**config.mk**
```make
export PLATFORM = sky130hd
export DESIGN_NAME = jtcop_layer_mixer
export DESIGN_NICKNAME = d
export VERILOG_FILES = /design/src/rtl/jtcop_layer_mixer.sv
export SDC_FILE = /design/constraint.sdc
export NUM_CORES = 1
export LEC_CHECK = 0
export CELL_PAD_IN_SITES_DETAIL_PLACEMENT = 1
export CELL_PAD_IN_SITES_GLOBAL_PLACEMENT = 1
export CORE_MARGIN = 1.5
export CORE_UTILIZATION = 46
export CTS_BUF_LIST = sky130_fd_sc_hd__clkbuf_16
export DETAILED_ROUTE_END_ITERATION = 16
export PLACE_DENSITY = 0.84
export SKIP_CTS_REPAIR_TIMING = 1
export SYNTH_ARGS = -nofsm -noshare
export SYNTH_HDL_FRONTEND = slang
export SYNTH_SLANG_ARGS = --single-unit
```
**constraint.sdc**
```tcl
create_clock -name i_clk -period 4.96 [get_ports i_clk]
set_input_delay 0.992 -clock i_clk [delete_from_list [all_inputs] [get_ports i_clk]]
set_output_delay 0.992 -clock i_clk [all_outputs]
set_load 0.03 [all_outputs]
```
**src/rtl/jtcop_layer_mixer.sv**
```systemverilog
// jtcop_layer_mixer
// -----------------------------------------------------------------------------
// N-layer pixel compositor for the cop video path. Each pixel-clock enable it
// takes one pixel per layer and finds the front-most opaque layer. The search
// order comes from a CPU-programmable priority list. The result is a palette
// address, the winning layer index and blanking delayed to match the pipeline.
//
// Pipeline (every stage advances only on i_pxl_cen, 3 pixels deep):
//   stage 1 : register pixels, blanking and per-layer opaque flags
//   stage 2 : reorder layers into priority-slot order (visible flag + pixel)
//   stage 3 : priority-encode the lowest visible slot into registered outputs
//
// Parameters:
//   LAYERS     number of input layers, 2..8
//   PXLW       bits per layer pixel {bank, colour}; low 4 bits = colour index
//   BLANK_ZERO when 1, o_pal_addr=0 and o_sel=8 while the delayed blank is active
//
// Optional feature macro: JTCOP_LAYER_MASK_EN
//   defined   : i_gfx_en[i]=0 makes layer i transparent at stage 1
//   undefined : i_gfx_en is ignored
//
// Ports:
//   i_clk, i_rst      clock, synchronous active-high reset
//   i_pxl_cen         pixel clock enable
//   i_cpu_addr[3:1]   priority slot select
//   i_cpu_dout[15:0]  CPU write data, [2:0] = layer index for the slot
//   i_dsn[1:0]        data strobes, active low, only i_dsn[0] honoured
//   i_prio_cs         priority table write strobe
//   i_LHBL, i_LVBL    horizontal / vertical blank, active low
//   i_pxl             packed layer pixels, layer i at [i*PXLW +: PXLW]
//   i_gfx_en          per-layer debug enable
//   o_pal_addr        {layer index, winning pixel}
//   o_sel             winning layer index, 8 = backdrop
//   o_LHBL_dly        i_LHBL delayed 3 pixels
//   o_LVBL_dly        i_LVBL delayed 3 pixels
//
// Handshake: there is no valid/ready. A pixel is accepted on every clock with
// i_pxl_cen=1. Its result appears after the third such clock. Outputs hold
// their value between enables.
// -----------------------------------------------------------------------------
module jtcop_layer_mixer #(
  parameter int LAYERS     = 4,
  parameter int PXLW       = 8,
  parameter int BLANK_ZERO = 1
) (
  input  logic                   i_clk,
  input  logic                   i_rst,
  input  logic                   i_pxl_cen,
  input  logic [3:1]             i_cpu_addr,
  input  logic [15:0]            i_cpu_dout,
  input  logic [1:0]             i_dsn,
  input  logic                   i_prio_cs,
  input  logic                   i_LHBL,
  input  logic                   i_LVBL,
  input  logic [LAYERS*PXLW-1:0] i_pxl,
  input  logic [LAYERS-1:0]      i_gfx_en,
  output logic [PXLW+2:0]        o_pal_addr,
  output logic [3:0]             o_sel,
  output logic                   o_LHBL_dly,
  output logic                   o_LVBL_dly
);

  // priority table: slot 0 is front-most
  logic [2:0]             r_prio [LAYERS];

  // stage 1
  logic [LAYERS*PXLW-1:0] r_s1_pxl;
  logic [LAYERS-1:0]      r_s1_opq;
  logic                   r_s1_hb, r_s1_vb;

  // stage 2, held in slot order
  logic [LAYERS-1:0]      r_s2_vis;
  logic [PXLW-1:0]        r_s2_pxl [LAYERS];
  logic [2:0]             r_s2_lay [LAYERS];
  logic                   r_s2_hb, r_s2_vb;

  // stage 3 / outputs
  logic [PXLW+2:0]        r_pal;
  logic [3:0]             r_sel;
  logic                   r_hb, r_vb;

  logic [LAYERS-1:0]      w_opq;
  logic [LAYERS-1:0]      w_vis;
  logic [PXLW-1:0]        w_cand [LAYERS];
  logic                   w_hit;
  logic [PXLW-1:0]        w_win_pxl;
  logic [2:0]             w_win_lay;
  logic                   w_blank;
  logic [PXLW+2:0]        w_pal_nx;
  logic [3:0]             w_sel_nx;
  logic                   w_unused;

  // A layer is opaque when its colour index is non-zero.
  always_comb begin
    for (int i = 0; i < LAYERS; i++) begin
`ifdef JTCOP_LAYER_MASK_EN
      w_opq[i] = (i_pxl[i*PXLW +: 4] != 4'd0) && i_gfx_en[i];
`else
      w_opq[i] = (i_pxl[i*PXLW +: 4] != 4'd0);
`endif
    end
  end

`ifdef JTCOP_LAYER_MASK_EN
  assign w_unused = &{1'b0, i_cpu_dout[15:3], i_dsn[1]};
`else
  assign w_unused = &{1'b0, i_cpu_dout[15:3], i_dsn[1], i_gfx_en};
`endif

  // Slot reordering. A slot whose table entry matches no layer (index >=
  // LAYERS) never matches below, so it stays invisible.
  always_comb begin
    for (int s = 0; s < LAYERS; s++) begin
      w_vis[s]  = 1'b0;
      w_cand[s] = '0;
      for (int j = 0; j < LAYERS; j++) begin
        if (r_prio[s] == 3'(j)) begin
          w_vis[s]  = r_s1_opq[j];
          w_cand[s] = r_s1_pxl[j*PXLW +: PXLW];
        end
      end
    end
  end

  // Lowest visible slot wins. Scanning downwards lets the lowest overwrite.
  always_comb begin
    w_hit     = 1'b0;
    w_win_pxl = '0;
    w_win_lay = '0;
    for (int s = LAYERS-1; s >= 0; s--) begin
      if (r_s2_vis[s]) begin
        w_hit     = 1'b1;
        w_win_pxl = r_s2_pxl[s];
        w_win_lay = r_s2_lay[s];
      end
    end
  end

  assign w_blank = !(r_s2_hb && r_s2_vb);

  always_comb begin
    w_pal_nx = '0;
    w_sel_nx = 4'd8;
    if (w_hit && !((BLANK_ZERO != 0) && w_blank)) begin
      w_pal_nx = {w_win_lay, w_win_pxl};
      w_sel_nx = {1'b0, w_win_lay};
    end
  end

  always_ff @(posedge i_clk) begin
    if (i_rst) begin
      for (int s = 0; s < LAYERS; s++) begin
        r_prio[s]   <= 3'(s);
        r_s2_pxl[s] <= '0;
        r_s2_lay[s] <= '0;
      end
      r_s1_pxl <= '0;
      r_s1_opq <= '0;
      r_s1_hb  <= 1'b0;
      r_s1_vb  <= 1'b0;
      r_s2_vis <= '0;
      r_s2_hb  <= 1'b0;
      r_s2_vb  <= 1'b0;
      r_pal    <= '0;
      r_sel    <= 4'd8;
      r_hb     <= 1'b0;
      r_vb     <= 1'b0;
    end else begin
      // Table writes ignore i_pxl_cen. A stage-2 sample in the same clock
      // still sees the old entry.
      if (i_prio_cs && !i_dsn[0]) begin
        for (int s = 0; s < LAYERS; s++) begin
          if (i_cpu_addr == 3'(s)) r_prio[s] <= i_cpu_dout[2:0];
        end
      end
      if (i_pxl_cen) begin
        r_s1_pxl <= i_pxl;
        r_s1_opq <= w_opq;
        r_s1_hb  <= i_LHBL;
        r_s1_vb  <= i_LVBL;
        r_s2_vis <= w_vis;
        for (int s = 0; s < LAYERS; s++) begin
          r_s2_pxl[s] <= w_cand[s];
          r_s2_lay[s] <= r_prio[s];
        end
        r_s2_hb  <= r_s1_hb;
        r_s2_vb  <= r_s1_vb;
        r_pal    <= w_pal_nx;
        r_sel    <= w_sel_nx;
        r_hb     <= r_s2_hb;
        r_vb     <= r_s2_vb;
      end
    end
  end

  assign o_pal_addr = r_pal;
  assign o_sel      = r_sel;
  assign o_LHBL_dly = r_hb;
  assign o_LVBL_dly = r_vb;

endmodule

```
==> results.tsv <==
stage	metric	value	unit
place	# port buffers	61	
floorplan	Starting Density	46.99	%
setup_path	Critical Path RT	3.97	ns
floorplan	# IOs	80	
floorplan	FP Rows	39	
timing	final hold vios	0	
clocking	Reg clk slew, reported paths	0.05	ns
timing	max frequency	0.4111	GHz
global_route	largest net degree at the start of global routing	48	
timing	Setup-failing EPs final	0	
final_layout	Finished Layout Cells	696	
timing	Tcrit/Tclk final	49.04	%
setup_path	Startpoint Class	register	
clocking	CTS tree	done	
global_route	vias in the first global route	4290	
global_route	gr ovfl total	0	
final_layout	number of fill cells	1214	
detailed_routing	via count	4132	
logic_synthesis	Post-synth EDFFs	56	
clocking	CTS buffer count	17	
logic_synthesis	area share of the largest cell type after synthesis	31.48	%
status	outcome	complete, no violations	
final_layout	fin area	6510	µm²
timing	final worst clock skew	0.008669	ns
detailed_routing	routed len/inst	20.83	µm
floorplan	chip width	110.8	µm
timing	Slew @ Worst Pin	0.9953	ns
detailed_routing	DRC violations left	0	
setup_path	Worst Setup End Kind	output pin	
setup_path	Crit Path Class	register to output pin	
global_route	initial antenna violation count	0	
place	routability cong.	0.8468	
power	Leakage	2.643	nW
final_layout	Antenna diodes	0	
final_layout	nets	603	
clocking	clk_lat worst skew	0.41	ns
global_route	first-pass GRT wire length	23000	µm
clocking	clock root buffer	clkbuf_16	
final_layout	share of cells above drive strength 1	11.93	%
clocking	H-tree Lvls	4	
logic_synthesis	fraction of registers with async set or reset after synthesis	0	%
detailed_routing	vias per inst	5.937	
detailed_routing	Post-DRT Antenna Nets	0	
timing	post-route minimum period	2.433	ns
logic_synthesis	Main synth FF type	dfxtp_1	
logic_synthesis	average cell area after synthesis	10.88	µm²
logic_synthesis	Mapped Nets	554	
power	overall power	0.002396	W
power	Peak VDD IR	289.4	µV
setup_path	Buf+Inv Stages, Crit Path	1	
logic_synthesis	Mapped Area	5343	µm²
run	Max-Cap Viols	0	
logic_synthesis	Ys Warns	0	
setup_path	crit-path max FO	2	
detailed_routing	DR iter-0 viols	297	
min_path	min-delay worst type	register to register	
place	Final HPWL DP	10090	µm
timing	Max Slew Vio Count	0	
setup_path	delay-heaviest family, CP	buffers and inverters	
clocking	clk buf depth	2	
power	P per Cell Area	368.1	nW/µm²
logic_synthesis	synth unique cells	34	
floorplan	Placeable Area	11370	µm²
floorplan	Die Area	12270	µm²
detailed_routing	final wirelength	14500	µm
detailed_routing	drt pass-1 iters	5	
place	placed cells	664	
timing	setup total negative slack	0	ns
floorplan	Chip Height	110.8	µm
setup_path	CP peak stage delay	0.69	ns
timing	max_slew headroom	33.51	%
place	pre-CTS setup slack	2.431	ns
logic_synthesis	post-synthesis sequential area ratio	53.21	%
clocking	# clock sinks	114	
setup_path	worst path arrival time	1.44	ns
place	Cell Area, Placed	5995	µm²
timing	unrepaired setup endpoints after global routing	no	
setup_path	slowest CP cell	clkdlybuf4s50_1	
final_layout	area delta synth->final	21.85	%
setup_path	worst path cell trace	clkdlybuf4s50_1	
logic_synthesis	number of synthesized register bits	114	
timing	setup slack after layout	2.527	ns
logic_synthesis	Synth area leaders	edfxtp_1, dfxtp_1, mux2i_1, mux2_2, nor2_1	
logic_synthesis	cell taking the most area after synthesis	edfxtp_1	
logic_synthesis	Mapped Cells	491	
global_route	GR Util All Layers	24.00	%
## final timing paths
kind	startpoint	to	slack (ns)	cells past startpoint
setup / recovery	o_LVBL_dly	o_LVBL_dly	2.53	1
setup reg to reg	r_s2_vis[1]	o_pal_addr[0]	3.05	3
hold / removal	o_pal_addr[3]	o_pal_addr[3]	0.46	1
hold reg to reg	o_pal_addr[3]	o_pal_addr[3]	0.46	1
## sequential cells by signal, summed over array words and instances, names as in the netlist, 2 cells and up
signal,count
r_s2_lay,12
r_s2_pxl,32
o_pal_addr,10
r_s1_opq,4
r_prio,12
r_s2_vis,4
r_s1_pxl,32
o_sel,2
## report_power, final
group | internal [W] | leakage (nW) | switching (W) | total, W
clock | 0.000664 | 0.270 | 0.000402 | 0.00107
sequential | 0.00104 | 1.08 | 0.0000639 | 0.00111
combinational | 0.000113 | 1.29 | 0.000109 | 0.000223
total | 0.00182 | 2.64 | 0.000576 | 0.00240
## routing by layer
layer  GRT usage [%]  up-vias  routed length [µm]
met1           31.58     2010                6392
met3           4.975       24                 900
met2           38.52      169                6928
met4           10.26        0                 276
li1                -     1929                   -
met5               0        -                   0
## cells in the final DEF, fill, tap and decap left out, drive strengths merged, types with 11 or more instances in the layout
cell type / synthesis / layout
a32o: 11 / 11
dfxtp: 58 / 58
mux2: 31 / 31
edfxtp: 56 / 56
clkdlybuf4s50: 0 / 59
nor3: 32 / 32
a221o: 11 / 11
and2: 19 / 19
nand2b: 21 / 21
o22ai: 31 / 31
clkbuf: 18 / 17
a21o: 13 / 13
nor2: 82 / 82
mux2i: 38 / 38
## cell usage after synthesis, drive strengths merged (6+ instances only)
cell type / number
a211oi: 8
a21o: 13
a221o: 11
a32o: 11
and2: 19
buf: 18
clkbuf: 18
dfxtp: 58
edfxtp: 56
mux2: 31
mux2i: 38
nand2b: 21
nor2: 82
nor2b: 6
nor3: 32
nor3b: 6
o22ai: 31
## metrics by stage
stage	utilization (%)	hold slack [ns]
final	57.26	0.4624
after global placement	52.72	0.4533
after floorplan	-	0.4252
after CTS	57.26	0.4678
after global routing	57.26	0.4744
after detailed placement	52.72	0.4554
## layout make-up
| class | instances | area [µm²] | share of cell area (%) |
|---|---|---|---|
| clock buffer | 17 | 425.4 | 6.535 |
| clock inverter | 15 | 90.09 | 1.384 |
| inverter | 3 | 11.26 | 0.1730 |
| multi-input combinational | 338 | 2323 | 35.69 |
| sequential | 114 | 2843 | 43.67 |
| tap | 143 | 178.9 | 2.748 |
| timing repair buffer | 66 | 638.1 | 9.802 |
## kinds of logic after synthesis
logic type / synth area share (%)
flops: 53.21
simple gates: 17.73
buf+inv: 3.302
compound gates: 11.69
mux: 14.07
No activity file was read; power rests on OpenSTA's default activity.
==> RTL change (same settings) <==
The option `JTCOP_LAYER_MASK_EN` is turned on by a define.
--- a/src/rtl/jtcop_layer_mixer.sv
+++ b/src/rtl/jtcop_layer_mixer.sv
@@ -38,6 +38,8 @@
 // i_pxl_cen=1. Its result appears after the third such clock. Outputs hold
 // their value between enables.
 // -----------------------------------------------------------------------------
+`define JTCOP_LAYER_MASK_EN
+
 module jtcop_layer_mixer #(
   parameter int LAYERS     = 4,
   parameter int PXLW       = 8,
Function: changed (a bounded check fails within 4 cycles, from zero or initial values and one cycle with i_rst high).
==> RTL change against the unedited design <==
  * Power is 7.4% higher
  * Sequential cell count stayed put
  * Wire length grew 6.6%
  * Area after synthesis rose by 0.47%
  * Cell area increased by 2.2%
  * Sequential power barely moved
  * Clock power rose by 16%
  * Worst setup slack worse by 33 ps
  * Count of clock-buffer cells in the layout unchanged
  * Critical path type is now input pin to flop
  * Critical endpoint is now r_s2_pxl[1][5]$_SDFFCE_PN0P_
  * Largest cell class unchanged
==> RTL change: results (changes against the unedited design) <==
routed wl met2=7.64 mm (was 6.93 mm); clock-net power=1.24 mW (was 1.07 mW); Syn Nets=558 (was 554); DP Worst Slack=2080 ps (was 2430 ps); Area growth syn-to-layout=23.9% (was 21.9%); Final Skew=7.51 ps (was 8.67 ps); P_sw=0.635 mW (was 0.576 mW); first-pass GRT wire length=24.4 mm (was 23.0 mm); slowest stage delay, CP=540 ps (was 690 ps); pwr dens=387 nW/um2 (was 368 nW/um2); clk_lat worst skew=430 ps (was 410 ps); Worst R2R Setup Slack=3080 ps (was 3050 ps); Avg Inst Size Synth=10.8 um2 (was 10.9 um2); WP data arrival=2660 ps (was 1440 ps); overall routed net length=15.5 mm (was 14.5 mm); initial drt markers=350 (was 297); CP max-delay cell=and2b_1 (was clkdlybuf4s50_1); ranking of synthesized cells by area=edfxtp_1 31%, dfxtp_1 22%, mux2i_1 7.1% (unchanged); met1 WL=6.57 mm (was 6.39 mm); port bufs=65 (was 61); crit share post-route=49.7% (was 49.0%); register area share after synthesis=53.0% (was 53.2%); layout cell share with drive strength beyond 1=13.2% (was 11.9%); Clock-cell share=8.91% (was 7.92%); Layout Utilization=58.3% (was 57.3%); dpl cells=672 (was 664); Worst Path Max Fanout=50 (was 2); global-route met3 utilization=6.07% (was 4.98%); Area after DPL=6060 um2 (was 5990 um2); met2 Resource Use GR=43.5% (was 38.5%); overall power=2.57 mW (was 2.40 mW); Synth Area in Compound Gates=11.4% (was 11.7%); maximum vdd drop=243 uV (was 289 uV); largest net degree at the start of global routing=51 (was 48); status=finished, final reports clean (unchanged); routability cong.=0.826 (was 0.847); Layout Cells excl Fill=704 (was 696); Via density=6.11 (was 5.94); WHS=469 ps (was 462 ps); fin nets=611 (was 603); DP HPWL=10.2 mm (was 10.1 mm)
[RTL change: cell count changes in the layout (fill, tap and decap cells not counted), sizes merged]
cell	change
inv	-3
nor2	-4
clkinvlp	+4
or4	+4
bufinv	+2
nand2b	+4
nand3	+4
clkinv	-3
clkdlybuf4s50	+4
a21oi	+4
nor4	-4
a211oi	-4
[RTL change: worst paths after layout]
check,cells past startpoint,end,startpoint
worst max register to register,3,r_s2_pxl[3][3]$_SDFFCE_PN0P_,r_prio[3][0]$_SDFFCE_PN1P_
worst min-delay path,1,o_pal_addr[4]$_SDFFE_PP0P_,o_pal_addr[4]$_SDFFE_PP0P_
worst max-delay path,5,r_s2_pxl[1][5]$_SDFFCE_PN0P_,i_rst
worst min register to register,1,o_pal_addr[4]$_SDFFE_PP0P_,o_pal_addr[4]$_SDFFE_PP0P_
[RTL change: worst register-to-register path, delay by kind of cell, from the launching register on]
kind               cells  cell delay (ps)
DFF                    1              740
AOI/OAI and AO/OA      1              360
and+or+nand+nor        2              510
